===== config.mk =====
export PLATFORM = sky130hd
export DESIGN_NAME = fetch_queue_stage
export DESIGN_NICKNAME = d
export VERILOG_FILES = /design/src/rtl/fetch_queue_stage.sv
export SDC_FILE = /design/constraint.sdc
export NUM_CORES = 1
export LEC_CHECK = 0
export ABC_AREA = 1
export CAP_MARGIN = 40
export CORE_UTILIZATION = 50
export CTS_CLUSTER_SIZE = 14
export DETAILED_ROUTE_END_ITERATION = 7
export HOLD_SLACK_MARGIN = 0.06
export PLACE_DENSITY = 0.78
export SLEW_MARGIN = 10
export SYNTH_ARGS = -nofsm -noshare
export SYNTH_HDL_FRONTEND = slang
export SYNTH_SLANG_ARGS = --single-unit
export TNS_END_PERCENT = 30

===== constraint.sdc =====
create_clock -name clk -period 11.2 [get_ports clk]
set_input_delay 1.12 -clock clk [delete_from_list [all_inputs] [get_ports clk]]
set_output_delay 1.12 -clock clk [all_outputs]
set_load 0.02 [all_outputs]

===== src/rtl/fetch_queue_stage.sv =====
// Fetch stage: owns the PC, keeps a single outstanding IMEM request and queues {pc,instr} pairs for decode.
// Optional FETCH_MISALIGN_EN: misaligned redirect targets raise a sticky flag and halt fetching.
module fetch_queue_stage #(
   parameter int unsigned     XLEN     = 32,
   parameter logic [XLEN-1:0] RESET_PC = '0,
   parameter int unsigned     FQ_DEPTH = 4
) (
   input  logic                        clk,
   input  logic                        rst,
   input  logic                        pc_r,
   input  logic [XLEN-1:0]             pc_ex,
   input  logic [XLEN-1:0]             pc_disp,
   output logic                        imem_req,
   output logic [XLEN-1:0]             imem_addr,
   input  logic                        imem_ready,
   input  logic                        imem_rvalid,
   input  logic [XLEN-1:0]             imem_rdata,
   output logic                        dec_valid,
   input  logic                        dec_ready,
   output logic [XLEN-1:0]             dec_instr,
   output logic [XLEN-1:0]             dec_pc,
   output logic [$clog2(FQ_DEPTH):0]   fq_count,
   output logic                        fetch_misalign
);

   localparam int unsigned PW = $clog2(FQ_DEPTH);
   localparam int unsigned CW = PW + 1;

   typedef struct packed {
      logic [XLEN-1:0] pc;
      logic [XLEN-1:0] instr;
   } fq_entry_t;

   logic [XLEN-1:0] pc_q, pc_d;
   logic [XLEN-1:0] resp_pc_q, resp_pc_d;
   logic [XLEN-1:0] hold_pc_q, hold_pc_d;
   logic [XLEN-1:0] hold_instr_q, hold_instr_d;
   logic            outstanding_q, outstanding_d;
   logic            drop_q, drop_d;
   logic [PW-1:0]   rd_ptr_q, rd_ptr_d;
   logic [PW-1:0]   wr_ptr_q, wr_ptr_d;
   logic [CW-1:0]   count_q, count_d;
   fq_entry_t       mem_q [FQ_DEPTH];
   fq_entry_t       mem_d [FQ_DEPTH];

   logic [XLEN-1:0] target_c;
   fq_entry_t       head_c;
   logic            halt_c;
   logic            misalign_c;
   logic            req_c;
   logic            valid_c;
   logic            accept_c;
   logic            resp_c;
   logic            push_c;
   logic            pop_c;
   logic            nonempty_c;

   assign target_c   = pc_ex + pc_disp;
   assign head_c     = mem_q[rd_ptr_q];
   assign nonempty_c = (count_q != '0);

   // One credit per free slot; an in-flight request already owns one.
   assign req_c    = !rst && !pc_r && !halt_c && (!outstanding_q || imem_rvalid)
                     && ((count_q + CW'(outstanding_q)) < CW'(FQ_DEPTH));
   assign valid_c  = !rst && !pc_r && nonempty_c;
   assign accept_c = req_c && imem_ready;
   assign resp_c   = imem_rvalid && outstanding_q;
   assign push_c   = resp_c && !drop_q && !pc_r;
   assign pop_c    = valid_c && dec_ready;

   always_comb begin
      pc_d          = pc_q;
      resp_pc_d     = resp_pc_q;
      outstanding_d = outstanding_q;
      drop_d        = drop_q;
      rd_ptr_d      = rd_ptr_q;
      wr_ptr_d      = wr_ptr_q;
      count_d       = count_q;
      mem_d         = mem_q;
      hold_pc_d     = hold_pc_q;
      hold_instr_d  = hold_instr_q;

      // Remember the last presented head so an empty queue keeps showing it.
      if (nonempty_c) begin
         hold_pc_d    = head_c.pc;
         hold_instr_d = head_c.instr;
      end

      if (pc_r) begin
         pc_d     = target_c;
         rd_ptr_d = '0;
         wr_ptr_d = '0;
         count_d  = '0;
         // A request still in flight must have its response discarded later.
         if (outstanding_q && !imem_rvalid) begin
            drop_d = 1'b1;
         end else begin
            outstanding_d = 1'b0;
            drop_d        = 1'b0;
         end
      end else begin
         if (resp_c) begin
            drop_d        = 1'b0;
            outstanding_d = 1'b0;
         end
         if (accept_c) begin
            pc_d          = pc_q + XLEN'(4);
            resp_pc_d     = pc_q;
            outstanding_d = 1'b1;
         end
         if (push_c) begin
            mem_d[wr_ptr_q] = '{pc: resp_pc_q, instr: imem_rdata};
            wr_ptr_d        = wr_ptr_q + PW'(1);
         end
         if (pop_c) begin
            rd_ptr_d = rd_ptr_q + PW'(1);
         end
         count_d = count_q + CW'(push_c) - CW'(pop_c);
      end
   end

   always_ff @(posedge clk) begin
      if (rst) begin
         pc_q          <= RESET_PC;
         resp_pc_q     <= '0;
         outstanding_q <= 1'b0;
         drop_q        <= 1'b0;
         rd_ptr_q      <= '0;
         wr_ptr_q      <= '0;
         count_q       <= '0;
         hold_pc_q     <= '0;
         hold_instr_q  <= '0;
      end else begin
         pc_q          <= pc_d;
         resp_pc_q     <= resp_pc_d;
         outstanding_q <= outstanding_d;
         drop_q        <= drop_d;
         rd_ptr_q      <= rd_ptr_d;
         wr_ptr_q      <= wr_ptr_d;
         count_q       <= count_d;
         hold_pc_q     <= hold_pc_d;
         hold_instr_q  <= hold_instr_d;
      end
   end

   // Queue storage is pure datapath; validity is tracked by count/pointers.
   always_ff @(posedge clk) begin
      mem_q <= mem_d;
   end

`ifdef FETCH_MISALIGN_EN
   logic misalign_q, misalign_d;

   // Every redirect re-evaluates alignment, so an aligned one clears the halt.
   always_comb begin
      misalign_d = misalign_q;
      if (pc_r) begin
         misalign_d = (target_c[1:0] != 2'b00);
      end
   end

   always_ff @(posedge clk) begin
      if (rst) begin
         misalign_q <= 1'b0;
      end else begin
         misalign_q <= misalign_d;
      end
   end

   assign halt_c     = misalign_q;
   assign misalign_c = misalign_q;
`else
   assign halt_c     = 1'b0;
   assign misalign_c = 1'b0;
`endif

   assign imem_req       = req_c;
   assign imem_addr      = pc_q;
   assign dec_valid      = valid_c;
   assign dec_pc         = rst ? '0 : (nonempty_c ? head_c.pc    : hold_pc_q);
   assign dec_instr      = rst ? '0 : (nonempty_c ? head_c.instr : hold_instr_q);
   assign fq_count       = rst ? '0 : count_q;
   assign fetch_misalign = !rst && misalign_c;

endmodule

==> results.sh <==
export IMPL_rrSetupSlack_ps=8180
export IMPL_grt_pass1_vias=13370
export IMPL_finalCriticalPeriod_ps=5397
export IMPL_rsz0062_at_grt="false"
export IMPL_period_share_pct=48.18
export IMPL_final_instance_count_excl_fill=2519
export IMPL_finClkSkew_ps=14.89
export IMPL_hold_viol=0
export IMPL_synth_most_common_cell="o21ai_0"
export IMPL_synth_edff_count=256
export IMPL_rows=68
export IMPL_cellLeakagePower_nw=8.379
export IMPL_grt_max_degree=93
export IMPL_min_from="resp_pc_q[16]"
export IMPL_clock_latency_ps=540
export IMPL_reg2reg_depth=12
export IMPL_start_kind="input port"
export IMPL_ys_flop_type="edfxtp_1"
export IMPL_ctsLongestPathBuffers=3
export IMPL_seq_area_sq_um=10440
export IMPL_cts_tree="done"
export IMPL_arrival_ps=4280
export IMPL_drv_cap=0
export IMPL_clkTransAtPathRegs_ps=60
export IMPL_area_delta_synth_final_pct=21.32
export IMPL_cts_setup_buffers=0
export IMPL_cp_cell_sequence="clkdlybuf4s50_1 -> clkinv_2 -> buf_4 -> o21ai_0 -> o21bai_1 -> inv_1 -> clkdlybuf4s50_1"
export IMPL_crit_path_max_incr_delay_ps=800
export IMPL_io_pins=204
export IMPL_num_fill_cells=2845
export IMPL_dp_cells=2449
export IMPL_holdPathStages=0
export IMPL_die_w_um=190.1
export IMPL_cts_root_buffer="clkbuf_16"
export IMPL_synth_area_per_cell_sq_um=9.504
export IMPL_drcViolationCount=0
export IMPL_syn_instance_count=1861
export IMPL_path_max_fanout=64
export IMPL_layout_drive_gt1_share_pct=5.475
export IMPL_grt_pass1_wl_um=70730
export IMPL_worst_hold_path_type="flop to flop"
export IMPL_antenna_found_initial=0
export IMPL_start_util_pct=50.95
export IMPL_holdPathEnd="mem_q[48]"
export IMPL_async_flop_share_pct=0
export IMPL_crit_slowest_cell="clkinv_2"
export IMPL_cts_buffers=39
export IMPL_drt_iter0_markers=1101
export IMPL_worst_pin_slew_ps=933.1
export IMPL_vias=13770
export IMPL_cts_hold_buffers=0
export IMPL_fmax_ghz=0.1853
export IMPL_ys_seq_area_share_pct=58.97
export IMPL_h_tree_depth=2
export IMPL_syn_num_nets=2003
export IMPL_drt_antenna_violating_nets=0
export IMPL_dieArea_sq_um=36130
export IMPL_synth_common_cells="o21ai_0 (260), edfxtp_1 (256), nand2_1 (238)"
export IMPL_nNetsFinal=2177
export IMPL_ir_drop_v=0.0001385
export IMPL_port_buffers=202
export IMPL_outcome="completed"
export IMPL_core_sq_um=34710
export IMPL_synth_seq_cells=393
export IMPL_dp_hpwl_um=29860
export IMPL_wl_per_cell_um=17.88
export IMPL_r2r_end="count_q[2]"
export IMPL_num_antenna_cells=0
export IMPL_cp_end_kind="output pin"
export IMPL_clock_sinks=393
export IMPL_globalplace_congestion=0.9713
export IMPL_timing_slew_headroom_pct=37.79
export IMPL_multiInputGateArea_sq_um=6141
export IMPL_cp_required_ps=10080
export IMPL_cts_repair_resized=0
export IMPL_setup_violations=0
export IMPL_crit_start="rst"
export IMPL_cp_common_cell="clkdlybuf4s50_1"
export IMPL_yosysTopAreaCell="edfxtp_1"
export IMPL_yosys_warnings=0
export IMPL_fin_setup_tns_ps=0
export IMPL_routed_via_density=5.467
export IMPL_powerDensity_nw_per_um2=149.3
export IMPL_crit_type="input port to output pin"
export IMPL_yosysTopAreaCellShare_pct=43.46
export IMPL_timing_rr_start="count_q[1]"
export IMPL_die_y_um=190.1
export IMPL_netlist_area_sq_um=17690
export IMPL_totalWireLength_um=45040
export IMPL_dr_pass1_iters=5
export IMPL_synth_area_leaders="edfxtp_1 (43%), dfxtp_1 (16%), o21ai_0 (7.4%), nand2_1 (5.1%), nor2_1 (5.0%)"
export IMPL_ys_types=48
export IMPL_grt_util_all_layers_pct=25.04
export IMPL_grt_overflow=0
export IMPL_drv_slew=0
-- metrics by stage --
step | setup slack, ps | hold WS [ps] | cell area, sq um | power (mW) | utilization [%]
after global placement | 6009 | 474.6 | 20040 | 1.902 | 57.73
final | 5803 | 502.3 | 21460 | 3.205 | 61.82
after floorplan | 6502 | 454.9 | 17690 | 1.776 | -
after CTS | 5822 | 497.1 | 21460 | 3.219 | 61.82
after detailed placement | 5852 | 485.5 | 20160 | 1.905 | 58.06
after global routing | 5592 | 524.4 | 21460 | 3.307 | 61.82
-- power by group --
| part | internal (mW) | leakage (nW) | switching, mW |
|---|---|---|---|
| Combinational | 0.115 | 4.41 | 0.168 |
| Sequential | 1.56 | 3.34 | 0.0336 |
| Clock | 0.785 | 0.634 | 0.541 |
-- worst max-delay path: cells and delay by family --
family                 cells  cell delay [ps]
AO/OA/AOI/OAI              2              350
buffers and inverters      5             2780
-- state kept, by name, summed over array words and instances (netlist names) --
signal         cells
count_q            3
drop_q             1
rd_ptr_q           2
outstanding_q      1
hold_instr_q      32
wr_ptr_q           2
resp_pc_q         32
imem_addr         32
mem_q            256
hold_pc_q         32
-- layout make-up --
class,count,area share [%]
flip-flops and latches,393,48.63
repair buffers,219,10.38
clock inverters,22,1.172
clock buffers,48,4.898
well taps,455,2.653
inverters,208,3.650
multi-input cells,1174,28.62
-- cell usage in the layout (no fill, tap or decap), types with 51 or more instances in the layout --
cell type / synthesis / final
o21ai_0: 260 / 260
o21bai_1: 72 / 72
nor2_1: 237 / 233
inv_1: 199 / 197
clkdlybuf4s50_1: 0 / 202
nand2_1: 238 / 238
nand3_1: 51 / 51
dfxtp_1: 137 / 135
edfxtp_1: 256 / 256
o22ai_1: 64 / 64
a21oi_1: 81 / 81
-- worst max path at each step --
stage / end / slack, ps / depth (start not counted)
floorplan: mem_q[0] / 6500 / 4
global placement: dec_instr[21] / 6010 / 7
detailed placement: dec_pc[8] / 5850 / 7
CTS: dec_pc[17] / 5820 / 7
global route: dec_pc[17] / 5590 / 7
finish: dec_pc[17] / 5800 / 7
-- routing by layer --
metal	wire (um)	vias up	track usage, %
met5	0	-	0
met4	1324	0	9.026
met3	3730	76	5.977
met2	21230	455	41.65
met1	18760	6496	31.73
li1	-	6744	-
-- kinds of logic (layout without fill, tap and decap cells) --
kind of cell	count (synthesis)	in the layout	synth area share, %
xor gates and xnor gates	17	17	0.8418
DFF	393	393	58.97
buffers and inverters	294	497	6.508
other	1	1	0.02120
AOI/OAI and AO/OA	530	530	16.70
and+or+nand+nor	586	586	14.04
adders and majority gates	40	40	2.915
Note: power is estimated with default switching activity, not from simulation.
